$ cat config.mk
export PLATFORM = sky130hd
export DESIGN_NAME = branch_predictor
export DESIGN_NICKNAME = d
export VERILOG_FILES = /design/src/rtl/branch_predictor.sv
export SDC_FILE = /design/constraint.sdc
export NUM_CORES = 1
export LEC_CHECK = 0
export ABC_AREA = 1
export CAP_MARGIN = 20
export CELL_PAD_IN_SITES_DETAIL_PLACEMENT = 1
export CELL_PAD_IN_SITES_GLOBAL_PLACEMENT = 2
export CORE_ASPECT_RATIO = 2
export CORE_MARGIN = 2
export CORE_UTILIZATION = 34
export CTS_BUF_LIST = sky130_fd_sc_hd__clkbuf_16
export DETAILED_ROUTE_END_ITERATION = 7
export HOLD_SLACK_MARGIN = 0.1
export PLACE_DENSITY = 0.84
export SKIP_CTS_REPAIR_TIMING = 1
export SLEW_MARGIN = 25
export SYNTH_ARGS = -nofsm -noshare
export SYNTH_HDL_FRONTEND = slang
export SYNTH_SLANG_ARGS = --single-unit
$ cat constraint.sdc
create_clock -name clk -period 3.25 [get_ports clk]
set_input_delay 0.65 -clock clk [delete_from_list [all_inputs] [get_ports clk]]
set_output_delay 0.65 -clock clk [all_outputs]
set_load 0.1 [all_outputs]
$ cat src/rtl/branch_predictor.sv
// branch_predictor: bimodal direction predictor built from a table of 2-bit
// saturating counters. It gives a one-cycle lookup response, trains from
// resolved branches, flags mispredictions and keeps saturating statistics.
// Optional build macro GSHARE_EN: the table index is XORed with a global
// history register, and the history snapshot is exported to fetch and
// returned on update.
module branch_predictor #(
    parameter int IDX_W = 6,
    parameter int XLEN  = 32,
    parameter int CNT_W = 32
) (
    input  logic             clk,
    input  logic             rst_n,
    input  logic             pred_valid,
    input  logic [XLEN-1:0]  pred_pc,
    output logic             pred_resp_valid,
    output logic             pred_taken,
    input  logic             upd_valid,
    input  logic [XLEN-1:0]  upd_pc,
    input  logic             upd_taken,
    input  logic             upd_pred,
`ifdef GSHARE_EN
    output logic [IDX_W-1:0] pred_ghr,
    input  logic [IDX_W-1:0] upd_ghr,
`endif
    output logic             mispredict,
    output logic [CNT_W-1:0] br_count,
    output logic [CNT_W-1:0] miss_count
);

    localparam int ENTRIES = 1 << IDX_W;

    // Counter encoding: 00 strong NT, 01 weak NT, 10 weak T, 11 strong T.
    localparam logic [1:0] CTR_WEAK_NT = 2'b01;
    localparam logic [1:0] CTR_MAX     = 2'b11;
    localparam logic [1:0] CTR_MIN     = 2'b00;

    logic [1:0]       ctr_tbl [ENTRIES];
    logic [IDX_W-1:0] pred_idx;
    logic [IDX_W-1:0] upd_idx;
    logic             miss_now;

    // The low two PC bits and everything above the index are ignored.
    logic unused_pc_bits;
    assign unused_pc_bits = ^{pred_pc[XLEN-1:IDX_W+2], pred_pc[1:0],
                              upd_pc[XLEN-1:IDX_W+2], upd_pc[1:0]};

    assign miss_now = upd_valid & (upd_taken ^ upd_pred);

    // Step a 2-bit counter toward the outcome, saturating at both ends.
    function automatic logic [1:0] sat_step(input logic [1:0] c, input logic taken);
        logic [1:0] r;
        r = c;
        if (taken) begin
            if (c != CTR_MAX) r = c + 2'd1;
        end else begin
            if (c != CTR_MIN) r = c - 2'd1;
        end
        return r;
    endfunction

`ifdef GSHARE_EN
    logic [IDX_W-1:0] ghr;

    // Hash the PC with the global history for both lookup and training.
    always_comb begin
        pred_idx = pred_pc[IDX_W+1:2] ^ ghr;
        upd_idx  = upd_pc[IDX_W+1:2] ^ upd_ghr;
    end

    // History shift on every resolved branch; repair from the carried
    // snapshot when the branch mispredicted.
    always_ff @(posedge clk or negedge rst_n) begin
        if (!rst_n) begin
            ghr <= '0;
        end else if (miss_now) begin
            ghr <= {upd_ghr[IDX_W-2:0], upd_taken};
        end else if (upd_valid) begin
            ghr <= {ghr[IDX_W-2:0], upd_taken};
        end
    end

    // Snapshot of the history used by each lookup, aligned with the response.
    always_ff @(posedge clk or negedge rst_n) begin
        if (!rst_n) begin
            pred_ghr <= '0;
        end else if (pred_valid) begin
            pred_ghr <= ghr;
        end
    end
`else
    // Pure bimodal indexing from the word-aligned PC.
    always_comb begin
        pred_idx = pred_pc[IDX_W+1:2];
        upd_idx  = upd_pc[IDX_W+1:2];
    end
`endif

    // Counter table: training from execute.
    // NOTE: the table is reset entry by entry because weakly-not-taken after
    // reset is visible behaviour; a reset-less RAM would predict garbage.
    always_ff @(posedge clk or negedge rst_n) begin
        if (!rst_n) begin
            for (int i = 0; i < ENTRIES; i++) begin
                ctr_tbl[i] <= CTR_WEAK_NT;
            end
        end else if (upd_valid) begin
            ctr_tbl[upd_idx] <= sat_step(ctr_tbl[upd_idx], upd_taken);
        end
    end

    // Lookup response; reads the pre-update table value when a same-index
    // update lands in the same cycle.
    // NOTE: non-blocking assignments here are what guarantee the lookup sees
    // the old counter value even though the table write shares the edge.
    always_ff @(posedge clk or negedge rst_n) begin
        if (!rst_n) begin
            pred_resp_valid <= 1'b0;
            pred_taken      <= 1'b0;
        end else begin
            pred_resp_valid <= pred_valid;
            if (pred_valid) begin
                pred_taken <= ctr_tbl[pred_idx][1];
            end
        end
    end

    // Registered misprediction pulse and saturating statistics.
    always_ff @(posedge clk or negedge rst_n) begin
        if (!rst_n) begin
            mispredict <= 1'b0;
            br_count   <= '0;
            miss_count <= '0;
        end else begin
            mispredict <= miss_now;
            if (upd_valid && (br_count != '1)) begin
                br_count <= br_count + CNT_W'(1);
            end
            if (miss_now && (miss_count != '1)) begin
                miss_count <= miss_count + CNT_W'(1);
            end
        end
    end

endmodule

==> flow_metrics.env, run 1 <==
export IMPL_ir_drop_v=0.000506
export IMPL_grtUsageMet1_pct=25.1
export IMPL_grt_pass1_vias=12054
export IMPL_drtIter0Drc=439
export IMPL_syn_nets=1753
export IMPL_fp_row_count=94
export IMPL_cp_max_fo=13
export IMPL_crit_start="br_count[1]$_DFFE_PN0P_"
export IMPL_fin_nets=1849
export IMPL_dr_pass1_iters=6
export IMPL_cp_slowest_cell="clkinv_1"
export IMPL_finalWorstSetupSlack_ns=0.476
export IMPL_rsz0062_at_grt="false"
export IMPL_drive_gt1_share_pct=12.2
export IMPL_synth_commonest_cells="nand2_1, inv_1, nor2_1"
export IMPL_cp_arrival_ns=3.11
export IMPL_synthFlopType="dfrtp_1"
export IMPL_coreArea_sq_mm=0.0329
export IMPL_ant_nets=0
export IMPL_path_common_cell="nand2_1"
export IMPL_fin_crit_ns=2.77
export IMPL_fill_cells=4292
export IMPL_cp_start_kind="flop"
export IMPL_post_drt_wl_per_cell_microns=18.6
export IMPL_syn_inst=1681
export IMPL_yosysTopAreaCell="dfrtp_1"
export IMPL_dpl_instance_area_sq_mm=0.0128
export IMPL_vias=11133
export IMPL_grt_first_pass_wirelength_mm=65.9
export IMPL_cts_tree="yes"
export IMPL_synth_top_cell_area_share_pct=28.8
export IMPL_maxCapViolations=0
export IMPL_synth_seq_area_share_pct=43.6
export IMPL_drv_slew=0
export IMPL_r2r_end="br_count[21]$_DFFE_PN0P_"
export IMPL_end_kind="flop"
export IMPL_yosysWarnings=0
export IMPL_synth_area_leaders="dfrtp_1, nand2_1, dfstp_2"
export IMPL_p_leak_uw=0.00665
export IMPL_path_clk_slew_ns=0.08
export IMPL_finalSetupViolations=0
export IMPL_portBuffers=84
export IMPL_grt_start_max_net_pins=68
export IMPL_synth_seq_cells=195
export IMPL_clock_sinks=195
export IMPL_fmax_ghz=0.360
export IMPL_critPathKind="flop to flop"
export IMPL_slowest_delay_ns=0.46
export IMPL_die_area_sq_mm=0.0350
export IMPL_drc=0
export IMPL_worstPathCellList="ha_1 > inv_1 > nor3_1 > nand2_1 > nor2_1 > nand2_1 > nand2_1 > clkinv_1 > buf_4 > nand3_1 > nor2_1 > xor2_1"
export IMPL_ios=137
export IMPL_hold_viol=0
export IMPL_critPathCapture="br_count[21]$_DFFE_PN0P_"
export IMPL_reg2reg_slack_ns=0.48
export IMPL_design_area_sq_mm=0.0134
export IMPL_die_height_microns=263
export IMPL_insertedDiodeCount=0
export IMPL_gp_congestion=0.841
export IMPL_cts_root_buf="clkbuf_16"
export IMPL_total_power_uw=7070
export IMPL_met2_usage_pct=48.5
export IMPL_dieWidth_microns=133
export IMPL_hp_class="input pin to async pin"
export IMPL_routed_wl_mm=41.4
export IMPL_clockBufferDepth=2
export IMPL_tightest_slew_ns=0.855
export IMPL_antenna_found_initial=0
export IMPL_via_per_inst=5.01
export IMPL_area_growth_pct=17.7
export IMPL_synth_cell_types=30
export IMPL_min_period_over_period_pct=85.4
export IMPL_rr_startpoint="br_count[1]$_DFFE_PN0P_"
export IMPL_p_per_area_mw_per_mm2=528
export IMPL_async_reset_ff_share_pct=100
export IMPL_grt_met3_usage_pct=2.68
export IMPL_syn_avg_cell_area_sq_um=6.76
export IMPL_max_slew_margin_pct=42.5
export IMPL_dpl_hpwl_mm=30.3
export IMPL_clk_latency_ns=0.46
export IMPL_initial_core_util_pct=34.5
export IMPL_grt_ovfl_total=0
export IMPL_synth_edf_count=0
export IMPL_fin_setup_tns_ns=0
export IMPL_worst_ep_required_time_ns=3.59
export IMPL_clock_skew_final_ns=0.0149
export IMPL_ff2ff_path_depth=12
export IMPL_dp_slack_ns=0.175
export IMPL_top_usage_layer="met2"
export IMPL_worst_hold_slack_ns=0.207
export IMPL_synth_most_common_cell="nand2_1"
export IMPL_h_tree_depth=4
export IMPL_syn_cell_area_sq_mm=0.0114
export IMPL_cts_buffers=17
export IMPL_outcome="finished, final reports clean"
export IMPL_grt_use_total_pct=24.4
where the power goes:
part           internal (uW)  switching (uW)
combinational            475            1450
sequential              2770             221
clock                   1130            1030
per-layer routing:
layer	wire, microns	up-vias	part of all wire, %
met1	15400	5516	37
li1	-	5367	-
met3	935	72	2.3
met5	0	-	0
met2	23400	178	57
met4	1600	0	3.9
area by class of cell:
| class | instances | area, sq um | share of cell area, % |
|---|---|---|---|
| Multi-Input combinational cell | 1259 | 5460 | 40.8 |
| Clock buffer | 17 | 425 | 3.18 |
| Sequential cell | 195 | 4960 | 37.1 |
| Tap cell | 432 | 541 | 4.04 |
| Clock inverter | 15 | 143 | 1.07 |
| Timing Repair Buffer | 134 | 1210 | 9.04 |
| Inverter | 170 | 638 | 4.77 |
metrics by stage:
step / std cells / util (%)
floorplan: 1681 / -
global placement: 2190 / 38.9
detailed placement: 2190 / 38.9
CTS: 2222 / 40.6
global route: 2222 / 40.6
finish: 2222 / 40.6
placed cells by master, fill, tap and decap left out, types with 3 or more instances in the layout:
cell             netlist  routed
nand2_1              794     794
inv_1                167     170
nor2_1               136     136
dfrtp_1              131     131
nand3_1              122     121
buf_4                  5     104
dfstp_2               64      64
nor3_1                40      40
o21ai_0               35      35
xor2_1                35      35
xnor2_1               24      24
nand4_1               23      23
clkbuf_16              0      17
clkdlybuf4s50_1        0      15
a21oi_1               14      14
nor4_1                13      13
buf_12                 0      13
o22ai_1                7       7
o211ai_1               5       5
clkinvlp_4             0       3
logic make-up after synthesis:
family	Yosys count	synth area share (%)
AO/OA/AOI/OAI	62	2.92
XOR/XNOR	59	4.55
adder cells (fa/ha/maj)	2	0.220
buffers and inverters	227	8.35
flip-flops	195	43.6
AND/OR/NAND/NOR	1136	40.3
critical path: cells and delay by family, from the launching register on:
kind | cells | cell delay [ns]
adders and majority gates | 1 | 0.24
buffers and inverters | 3 | 0.84
xor gates and xnor gates | 1 | 0.13
DFF | 1 | 0.40
and+or+nand+nor | 7 | 1.02
flip-flops by register name (all words and copies together), names as in the netlist:
register	count
br_count	32
ctr_tbl	128
mispredict	1
miss_count	32
pred_resp_valid	1
pred_taken	1
worst min path at each step:
stage                                   from                  endpoint  slack [ns]  cells past startpoint
floorplan                              rst_n   br_count[0]$_DFFE_PN0P_        0.35                      0
global placement    ctr_tbl[106]$_DFFE_PN1P_  ctr_tbl[106]$_DFFE_PN1P_        0.45                      2
detailed placement    ctr_tbl[4]$_DFFE_PN1P_    ctr_tbl[4]$_DFFE_PN1P_        0.46                      2
CTS                                    rst_n  br_count[19]$_DFFE_PN0P_        0.21                      1
global route                           rst_n   ctr_tbl[15]$_DFFE_PN0P_        0.23                      1
finish                                 rst_n   ctr_tbl[15]$_DFFE_PN0P_        0.21                      1
No activity file was read; power rests on OpenSTA's default activity.
==> run 2: changes to the inputs <==
--- a/config.mk
+++ b/config.mk
@@ -15,6 +15,7 @@
 export CTS_BUF_LIST = sky130_fd_sc_hd__clkbuf_16
 export DETAILED_ROUTE_END_ITERATION = 7
 export HOLD_SLACK_MARGIN = 0.1
+export MAX_ROUTING_LAYER = met4
 export PLACE_DENSITY = 0.84
 export SKIP_CTS_REPAIR_TIMING = 1
 export SLEW_MARGIN = 25
==> flow_metrics.env, run 2 (synthesized netlist as in run 1, its figures left out) <==
export IMPL_cts_root_buf="clkbuf_16"
export IMPL_hp_class="input pin to async pin"
export IMPL_hold_viol=0
export IMPL_coreArea_sq_mm=0.0329
export IMPL_p_per_area_mw_per_mm2=528
export IMPL_fmax_ghz=0.357
export IMPL_ir_drop_v=0.000507
export IMPL_cp_start_kind="flop"
export IMPL_clock_skew_final_ns=0.0172
export IMPL_cts_tree="yes"
export IMPL_grt_pass1_vias=12055
export IMPL_grt_met3_usage_pct=2.53
export IMPL_regMostFlops="ctr_tbl"
export IMPL_dpl_hpwl_mm=30.3
export IMPL_grt_first_pass_wirelength_mm=65.9
export IMPL_min_period_over_period_pct=86.3
export IMPL_drv_slew=0
export IMPL_finalSetupViolations=0
export IMPL_mostFrequentLayoutCells="nand2_1, inv_1, nor2_1"
export IMPL_outcome="finished, final reports clean"
export IMPL_cp_slowest_cell="clkinv_1"
export IMPL_layout_commonest_cell="nand2_1"
export IMPL_maxCapViolations=0
export IMPL_fill_cells=4292
export IMPL_clockBufferDepth=2
export IMPL_fin_crit_ns=2.80
export IMPL_dp_cells=2190
export IMPL_via_per_inst=5.02
export IMPL_crit_buf_inv=3
export IMPL_antenna_found_initial=0
export IMPL_critPathKind="flop to flop"
export IMPL_h_tree_depth=4
export IMPL_multi_input_area_sq_mm=0.00546
export IMPL_fp_row_count=94
export IMPL_worstPathCellList="ha_1 > inv_1 > nor3_1 > nand2_1 > nor2_1 > nand2_1 > nand2_1 > clkinv_1 > buf_4 > nand3_1 > nor2_1 > xor2_1"
export IMPL_post_drt_wl_per_cell_microns=18.6
export IMPL_die_height_microns=263
export IMPL_dp_slack_ns=0.175
export IMPL_drive_gt1_share_pct=12.2
export IMPL_dieWidth_microns=133
export IMPL_die_area_sq_mm=0.0350
export IMPL_critical_path_top_delay_family="simple AND/OR/NAND/NOR gates"
export IMPL_met2_usage_pct=48.5
export IMPL_finalWorstSetupSlack_ns=0.446
export IMPL_insertedDiodeCount=0
export IMPL_drc=0
export IMPL_worst_ep_required_time_ns=3.59
export IMPL_ios=137
export IMPL_largest_register_ffs=128
export IMPL_worst_hold_slack_ns=0.211
export IMPL_path_clk_slew_ns=0.07
export IMPL_tightest_slew_ns=0.815
export IMPL_cts_buffers=17
export IMPL_top_usage_layer="met2"
export IMPL_slowest_delay_ns=0.46
export IMPL_clk_latency_ns=0.47
export IMPL_portBuffers=84
export IMPL_final_cells=2222
export IMPL_grtUsageMet1_pct=25.1
export IMPL_ant_nets=0
export IMPL_drtIter0Drc=434
export IMPL_top_regs="ctr_tbl (128), br_count (32), miss_count (32)"
export IMPL_clock_sinks=195
export IMPL_p_leak_uw=0.00665
export IMPL_max_slew_margin_pct=45.2
export IMPL_routed_wl_mm=41.4
export IMPL_grt_start_max_net_pins=68
export IMPL_area_growth_pct=17.7
export IMPL_cp_max_fo=13
export IMPL_dr_pass1_iters=5
export IMPL_vias=11144
export IMPL_cp_arrival_ns=3.14
export IMPL_initial_core_util_pct=34.5
export IMPL_gp_congestion=0.856
export IMPL_regArea_sq_mm=0.00496
export IMPL_fin_nets=1849
export IMPL_grt_ovfl_total=0
export IMPL_fin_setup_tns_ns=0
export IMPL_end_kind="flop"
export IMPL_path_common_cell="nand2_1"
export IMPL_grt_use_total_pct=25.1
export IMPL_rsz0062_at_grt="false"
-- run 2: cell counts in the layout (fill, tap and decap cells not counted) --
Identical to the previous run, type by type.
-- run 2: final timing paths --
kind	slack (ns)	startpoint	depth (start not counted)	end
max reg2reg	0.45	br_count[1]$_DFFE_PN0P_	12	br_count[21]$_DFFE_PN0P_
min in group clk	0.47	ctr_tbl[86]$_DFFE_PN1P_	2	ctr_tbl[86]$_DFFE_PN1P_
min	0.21	rst_n	1	ctr_tbl[71]$_DFFE_PN0P_
max	0.45	br_count[1]$_DFFE_PN0P_	12	br_count[21]$_DFFE_PN0P_
max in group asynchronous	2.23	rst_n	2	ctr_tbl[90]$_DFFE_PN1P_
min reg2reg	0.47	ctr_tbl[86]$_DFFE_PN1P_	2	ctr_tbl[86]$_DFFE_PN1P_
-- run 2: layer usage --
| layer | wire length (microns) | vias to the layer above | part of all wire, % |
|---|---|---|---|
| met5 | 0 | - | 0 |
| met4 | 1510 | 0 | 3.6 |
| met3 | 853 | 66 | 2.1 |
| met2 | 23500 | 171 | 57 |
| met1 | 15600 | 5537 | 38 |
| li1 | - | 5370 | - |
-- run 2: layout make-up --
cell class | instances | share of cell area (%)
Sequential cell | 195 | 37.1
Tap cell | 432 | 4.04
Clock inverter | 15 | 1.07
Multi-Input combinational cell | 1259 | 40.8
Inverter | 170 | 4.77
Clock buffer | 17 | 3.18
Timing Repair Buffer | 134 | 9.04
-- run 2: where the power goes --
part	switching [uW]	internal, uW
combinational	1450	475
sequential	222	2770
clock	1020	1130
-- run 2: stage by stage --
step	utilization, %	instance area [sq um]	power, uW
2_1_floorplan	-	11400	4340
3_3_place_gp	38.9	12800	4940
3_5_place_dp	38.9	12800	4980
4_1_cts	40.6	13400	7160
5_1_grt	40.6	13400	7390
6_report	40.6	13400	7070
